`config.mk`:
```
export PLATFORM = sky130hd
export DESIGN_NAME = data_mem_ctrl
export DESIGN_NICKNAME = d
export VERILOG_FILES = /design/src/rtl/data_mem_ctrl.sv
export SDC_FILE = /design/constraint.sdc
export NUM_CORES = 1
export LEC_CHECK = 0
export ABC_AREA = 0
export CAP_MARGIN = 20
export CORE_MARGIN = 4
export CORE_UTILIZATION = 30
export DETAILED_ROUTE_END_ITERATION = 10
export GPL_TIMING_DRIVEN = 0
export SYNTH_ARGS = -nofsm -noshare
export SYNTH_HDL_FRONTEND = slang
export SYNTH_SLANG_ARGS = --single-unit
export TNS_END_PERCENT = 50
```
`constraint.sdc`:
```
create_clock -name clk -period 1.8 [get_ports clk]
set_input_delay 0.45 -clock clk [delete_from_list [all_inputs] [get_ports clk]]
set_output_delay 0.45 -clock clk [all_outputs]
set_load 0.005 [all_outputs]
```
`src/rtl/data_mem_ctrl.sv`:
```
// Sequencer between the load/store datapath and the async latch-based data memory; optional DATA_MEM_CTRL_STATS_EN adds op counters.
// Latency: handshake at edge N -> rsp_valid in cycle N+3+WAIT_CYCLES for loads and stores; one op per 4+WAIT_CYCLES cycles.
// Backpressure: req_ready is high only in IDLE; req_* are sampled on the handshake edge alone and ignored otherwise.
module data_mem_ctrl #(
    parameter int D_ADDR_W    = 12,
    parameter int DATA_W      = 8,
    parameter int WAIT_CYCLES = 0
) (
    input  logic                clk,
    input  logic                rst_n,
    input  logic                req_valid,
    output logic                req_ready,
    input  logic                req_write,
    input  logic [D_ADDR_W-1:0] req_addr,
    input  logic [DATA_W-1:0]   req_wdata,
    output logic                rsp_valid,
    output logic [DATA_W-1:0]   rsp_rdata,
    output logic                busy,
    output logic [D_ADDR_W-1:0] mem_addr,
    output logic [DATA_W-1:0]   mem_wdata,
    output logic                mem_we,
    output logic                mem_oe,
    input  logic [DATA_W-1:0]   mem_rdata
`ifdef DATA_MEM_CTRL_STATS_EN
    ,
    output logic [15:0]         rd_count,
    output logic [15:0]         wr_count
`endif
);

    localparam logic [2:0] S_IDLE    = 3'd0;
    localparam logic [2:0] S_W_SETUP = 3'd1;
    localparam logic [2:0] S_W_PULSE = 3'd2;
    localparam logic [2:0] S_R_OE    = 3'd3;
    localparam logic [2:0] S_R_CAP   = 3'd4;
    localparam logic [2:0] S_RESP    = 3'd5;

    localparam logic [3:0] WAIT_LD = 4'(WAIT_CYCLES);

    generate
        if (WAIT_CYCLES < 0 || WAIT_CYCLES > 15) begin : g_wait_range
            $error("data_mem_ctrl: WAIT_CYCLES must be within 0..15");
        end
    endgenerate

    logic [2:0] state;
    logic [3:0] wait_cnt;

    // Every output is a flop updated on the transition into the state that owns it,
    // so mem_we/mem_oe are glitch-free and no req_* input reaches an output combinationally.
    always_ff @(posedge clk or negedge rst_n) begin
        if (!rst_n) begin
            state     <= S_IDLE;
            wait_cnt  <= 4'd0;
            req_ready <= 1'b1;
            rsp_valid <= 1'b0;
            rsp_rdata <= '0;
            busy      <= 1'b0;
            mem_addr  <= '0;
            mem_wdata <= '0;
            mem_we    <= 1'b0;
            mem_oe    <= 1'b0;
        end else begin
            rsp_valid <= 1'b0;
            case (state)
                S_IDLE: begin
                    if (req_valid) begin
                        mem_addr  <= req_addr;
                        wait_cnt  <= WAIT_LD;
                        req_ready <= 1'b0;
                        busy      <= 1'b1;
                        if (req_write) begin
                            mem_wdata <= req_wdata;
                            state     <= S_W_SETUP;
                        end else begin
                            mem_oe <= 1'b1;
                            state  <= S_R_OE;
                        end
                    end
                end
                S_W_SETUP: begin
                    mem_we   <= 1'b1;
                    wait_cnt <= WAIT_LD;
                    state    <= S_W_PULSE;
                end
                S_W_PULSE: begin
                    if (wait_cnt == 4'd0) begin
                        mem_we    <= 1'b0;
                        rsp_valid <= 1'b1;
                        state     <= S_RESP;
                    end else begin
                        wait_cnt <= wait_cnt - 4'd1;
                    end
                end
                S_R_OE: begin
                    if (wait_cnt == 4'd0) begin
                        state <= S_R_CAP;
                    end else begin
                        wait_cnt <= wait_cnt - 4'd1;
                    end
                end
                S_R_CAP: begin
                    rsp_rdata <= mem_rdata;
                    mem_oe    <= 1'b0;
                    rsp_valid <= 1'b1;
                    state     <= S_RESP;
                end
                S_RESP: begin
                    req_ready <= 1'b1;
                    busy      <= 1'b0;
                    state     <= S_IDLE;
                end
                default: begin
                    mem_we    <= 1'b0;
                    mem_oe    <= 1'b0;
                    req_ready <= 1'b1;
                    busy      <= 1'b0;
                    state     <= S_IDLE;
                end
            endcase
        end
    end

`ifdef DATA_MEM_CTRL_STATS_EN
    // Counted on entry to RESP so the new value is visible during the response cycle.
    always_ff @(posedge clk or negedge rst_n) begin
        if (!rst_n) begin
            rd_count <= 16'd0;
            wr_count <= 16'd0;
        end else begin
            if (state == S_W_PULSE && wait_cnt == 4'd0 && wr_count != 16'hFFFF) begin
                wr_count <= wr_count + 16'd1;
            end
            if (state == S_R_CAP && rd_count != 16'hFFFF) begin
                rd_count <= rd_count + 16'd1;
            end
        end
    end
`endif

endmodule

```
### Yosys cells after proc, flatten, opt, wreduce, memory -nomap -nowiden

Index checks and enable logic that the tools add are counted.

| operators by class | value |
|---|---|
| reduce and logical (&&, ||, !) cells | 14 |
| bitwise gates (word level) | 3 |
| multiplexer cells | 19 |
| magnitude comparators | 0 |
| $mul | 0 |
| shift-type cells | 0 |
| equal/unequal tests | 10 |
| divide/modulo/power cells | 0 |
| add/subtract/negate cells | 1 |

Operators by type and width:

| operator | number |
|---|---|
| 3-bit case mux with 5 select lines | 1 |
| 4-bit case mux with 3 select lines | 1 |
| 3-bit AND reduction | 4 |
| 4-bit OR reduction | 3 |
| 2-bit != test, second input constant | 5 |
| 3-bit two-way mux | 3 |
| 4-bit two-way mux | 2 |
| 1-bit case mux with 2 select lines | 4 |
| 3-bit by 2-bit == test with 1-bit output, second input constant | 2 |
| 3-bit == test, second input constant | 2 |
| 1-bit two-way mux | 6 |
| 2-bit AND reduction | 3 |
| 4-bit zero test | 1 |
| 4-bit by 1-bit subtractor with 4-bit output, second input constant | 1 |
| 3-bit by 1-bit == test with 1-bit output, second input constant | 1 |
| 3-bit zero test | 1 |
| 1-bit NOT | 3 |
| 1-bit case mux with 3 select lines | 1 |
| 3-bit nonzero test | 1 |
| 2-bit two-way mux | 1 |
| 2-bit OR reduction | 1 |

| storage, ports and cells | value |
|---|---|
| bits in latches | 0 |
| logic and storage cells | 57 |
| flip-flop bits (word level) | 40 |
| RAM bits | 0 |
| memories | 0 |
| output and inout port bits | 33 |
| bits in read-only memories | 0 |

### Logic depth before layout (Yosys ltp)

| logic depth | value |
|---|---|
| depth after elaboration | 4 |
| depth in mapped cells | 5 |
| mapped depth without buffers | 5 |

### Least setup slack after synthesis

Ideal clock, no wire load.

| path | value |
|---|---|
| kind | register to register |
| start point | register state[0] |
| end point | register mem_addr[10] |
| path buffers | 2 |
| data required time | 1675 ps |
| setup time | 125 ps |
| period minus slack after synthesis | 1532 ps |
| arrival time | 1407 ps |
| path slack | 268 ps |
| stages on the path, launching flop included | 5 |
| path through | dfrtp_1 -> buf_6 -> nor4b_4 -> buf_6 -> mux2_2 |

| on the way | value |
|---|---|
| longest elaborated chain between the ends | 2 |

RTL lines:

| element | RTL line | text |
|---|---|---|
| start, declared | 46 | `logic [2:0] state;` |
| start signal, assigned | 53 | `state <= S_IDLE;` |
| start signal, assigned | 74 | `state <= S_W_SETUP;` |
| start signal, assigned | 77 | `state <= S_R_OE;` |
| 3-bit zero test | 65 | `case (state)` |
| 2-bit AND reduction (no source line) | n/a |  |
| end signal, assigned | 68 | `mem_addr <= req_addr;` |
| end, declared | 19 | `output logic [D_ADDR_W-1:0] mem_addr,` |

No other way between the ends.
A chain may end at the register's enable or synchronous reset.

### Final worst setup path

| path | value |
|---|---|
| start point | input req_valid |
| end point | register mem_addr[11] |

| on the way | value |
|---|---|
| longest elaborated chain between the ends | 1 |

RTL lines:

| element | RTL line | text |
|---|---|---|
| start, declared | 11 | `input logic req_valid,` |
| 2-bit AND reduction (no source line) | n/a |  |

No other way between the ends.

==> results.sh <==
export IMPL_dr_first_iter_drc_count=55
export IMPL_drc_errors=0
export IMPL_synth_top_family_by_area="multiplexers"
export IMPL_r2r_start="wait_cnt[0]"
export IMPL_wl_per_cell_microns=14.5
export IMPL_viasPerCell=4.63
export IMPL_drive_gt1_frac=0.231
export IMPL_worstSetupEndpointType="flip-flop"
export IMPL_final_util=0.475
export IMPL_drt_pass1_iterations=4
export IMPL_track_usage=0.126
export IMPL_synthAdderAreaFrac=0.00746
export IMPL_grt_start_max_net_pins=41
export IMPL_ys_types=34
export IMPL_cts_sinks=40
export IMPL_skew_ns=0.00584
export IMPL_yosysTopAreaCell="dfrtp_1"
export IMPL_design_portCount=65
export IMPL_dp_hpwl_mm=2.90
export IMPL_place_congestion=0.697
export IMPL_cap_viol_max_count=0
export IMPL_post_place_ws_ns=-0.356
export IMPL_synth_fp_nets=154
export IMPL_clkSlewWorstSetupHoldPaths_ns=0.07
export IMPL_die_width_microns=82.8
export IMPL_p_per_area_nw_per_um2=1580
export IMPL_nets=227
export IMPL_synth_ff_type="dfrtp_1"
export IMPL_vdd_drop_max_mv=0.615
export IMPL_synth_seq_area_share=0.597
export IMPL_slowest_delay_ns=0.57
export IMPL_syn_to_final_growth_pct=49.3
export IMPL_required_ns=1.98
export IMPL_p_leak_nw=1.07
export IMPL_netlist_top_cells_area="dfrtp_1 58%, mux2_2 19%, o21ai_0 1.8%, dfstp_2 1.6%, inv_1 1.6%"
export IMPL_synth_compound_area_share=0.0694
export IMPL_grt_ovfl_total=0
export IMPL_vias=1227
export IMPL_synthCells=121
export IMPL_fin_ws_ns=0.0692
export IMPL_postCtsHoldBufs=0
export IMPL_setup_viol=0
export IMPL_start_kind="input port"
export IMPL_die_y_microns=82.8
export IMPL_r2r_slack_ns=0.20
export IMPL_grt_pass1_vias=1311
export IMPL_synthSimpleGateAreaFrac=0.0984
export IMPL_relSlewSlack=0.417
export IMPL_cts_buffers=5
export IMPL_syn_avg_cell_area_sq_um=13.9
export IMPL_tns_ns=0
export IMPL_clkLatencyLatePin_ns=0.29
export IMPL_synth_xor_area_frac=0.00522
export IMPL_synth_mux_area_frac=0.188
export IMPL_grt_antenna_before_repair=0
export IMPL_portBuffers=64
export IMPL_slowest_stage="clkdlybuf4s50_1"
export IMPL_r2r_end="wait_cnt[0]"
export IMPL_ctsLongestPathBuffers=2
export IMPL_critPathLaunch="req_valid"
export IMPL_hold_path_class="input port to asynchronous set/reset pin"
export IMPL_synth_common_cells="39 x dfrtp_1, 28 x mux2_2, 7 x inv_1"
export IMPL_routed_wirelength_mm=3.83
export IMPL_path_max_fanout=10
export IMPL_htree_num_levels=2
export IMPL_layout_min_cycle_time_ns=1.73
export IMPL_path_cells="clkdlybuf4s50_1, nor4b_4, buf_4, buf_6, mux2_2"
export IMPL_n_antenna_cell=0
export IMPL_critPathArrivalTime_ns=1.91
export IMPL_grt_pass1_wl_mm=6.36
export IMPL_crit_end="mem_addr[11]"
export IMPL_r2r_cells=5
export IMPL_yosysWarnings=0
export IMPL_placementRows=26
export IMPL_start_util=0.318
export IMPL_period_share=0.962
export IMPL_fmaxAchievable_mhz=578
export IMPL_tightest_slew_ns=0.875
export IMPL_ant_nets=0
export IMPL_synth_edf_count=0
export IMPL_root_buffer="clkbuf_8"
export IMPL_cts_tree="done"
export IMPL_status="completed"
export IMPL_drv_slew=0
export IMPL_netlist_area_leader_share=0.582
export IMPL_synth_area_sq_um=1680
export IMPL_ys_ff_latch=40
export IMPL_path_class="input port to flip-flop"
export IMPL_hold_viol_final=0
export IMPL_synth_most_common_cell="dfrtp_1"
export IMPL_async_flop_share=1.00
export IMPL_rsz0062_at_grt="no"
export IMPL_dieArea_sq_um=6850
export IMPL_fp_coreArea_sq_um=5270
placed cells by master (no fill, tap or decap), types with 3 or more instances in the layout:
cell             synthesis  final
clkbuf_1                 1      3
clkbuf_8                 0      6
clkdlybuf4s50_1          0     62
dfrtp_1                 39     39
inv_1                    7      7
mux2_2                  28     28
nand2b_1                 4      4
nor3_1                   3      3
o21ai_0                  6      6
what timing repair did:
action | 4_1_cts | 5_1_grt
buffers inserted | 2 | 0
endpoints found under the setup margin | 11 | 0
gates resized for setup | 1 | 0
registers in the layout, indices dropped and copies added, names as in the netlist:
signal     count
busy           1
mem_addr      12
mem_oe         1
req_ready      1
state          3
mem_wdata      8
rsp_rdata      8
mem_we         1
wait_cnt       4
rsp_valid      1
per-stage QoR:
stage / power [W] / hold WS (ns) / cell area [sq um] / std cells
after floorplan: 0.00234 / 0.154 / 1680 / 121
after global placement: 0.00331 / 0.489 / 2410 / 255
after detailed placement: 0.00338 / 0.495 / 2400 / 255
after CTS: 0.00402 / 0.309 / 2500 / 265
after global routing: 0.00425 / 0.349 / 2500 / 265
final: 0.00395 / 0.270 / 2500 / 265
worst min path at each step:
| stage | from | end | cells past startpoint |
|---|---|---|---|
| 3_5_place_dp | mem_wdata[0] | mem_wdata[0] | 1 |
| 4_1_cts | rst_n | state[0] | 1 |
| 5_1_grt | rst_n | mem_addr[2] | 1 |
| 6_report | rst_n | mem_addr[2] | 1 |
| 3_3_place_gp | mem_wdata[6] | mem_wdata[6] | 1 |
| 2_1_floorplan | rst_n | busy | 0 |
report_power, final:
| group | internal (W) | switching (W) | total, W |
|---|---|---|---|
| logic | 0.00118 | 0.000607 | 0.00179 |
| registers | 0.00132 | 0.000233 | 0.00155 |
| clock network | 0.000313 | 0.000298 | 0.000611 |
layout make-up:
cell class	count	area [sq um]
well taps	70	87.6
clock buffers	8	90.1
inverters	7	26.3
multi-input cells	70	618
fillers	500	2770
flip-flops and latches	40	1000
repair buffers	66	649
plain buffers	4	31.3
worst max-delay path, delay by kind of cell:
family / cells / cell delay, ns
multiplexers: 1 / 0.34
buffers and inverters: 3 / 0.90
AND/OR/NAND/NOR: 1 / 0.22
routing by layer:
layer / vias up / wire [microns] / share of wire / global-route usage
li1: 574 / - / - / -
met4: 0 / 93 / 0.024 / 0.0637
met3: 8 / 210 / 0.055 / 0.0410
met1: 617 / 1510 / 0.39 / 0.148
met2: 28 / 2020 / 0.53 / 0.207
met5: - / 0 / 0 / 0
cells by family after synthesis:
| family | after synthesis |
|---|---|
| flip-flops | 40 |
| multiplexers | 28 |
| AND/OR/NAND/NOR | 23 |
| AO/OA/AOI/OAI | 17 |
| buffers and inverters | 11 |
| XOR/XNOR | 1 |
| adder cells (fa/ha/maj) | 1 |
Power figures use the tool's default switching activity.
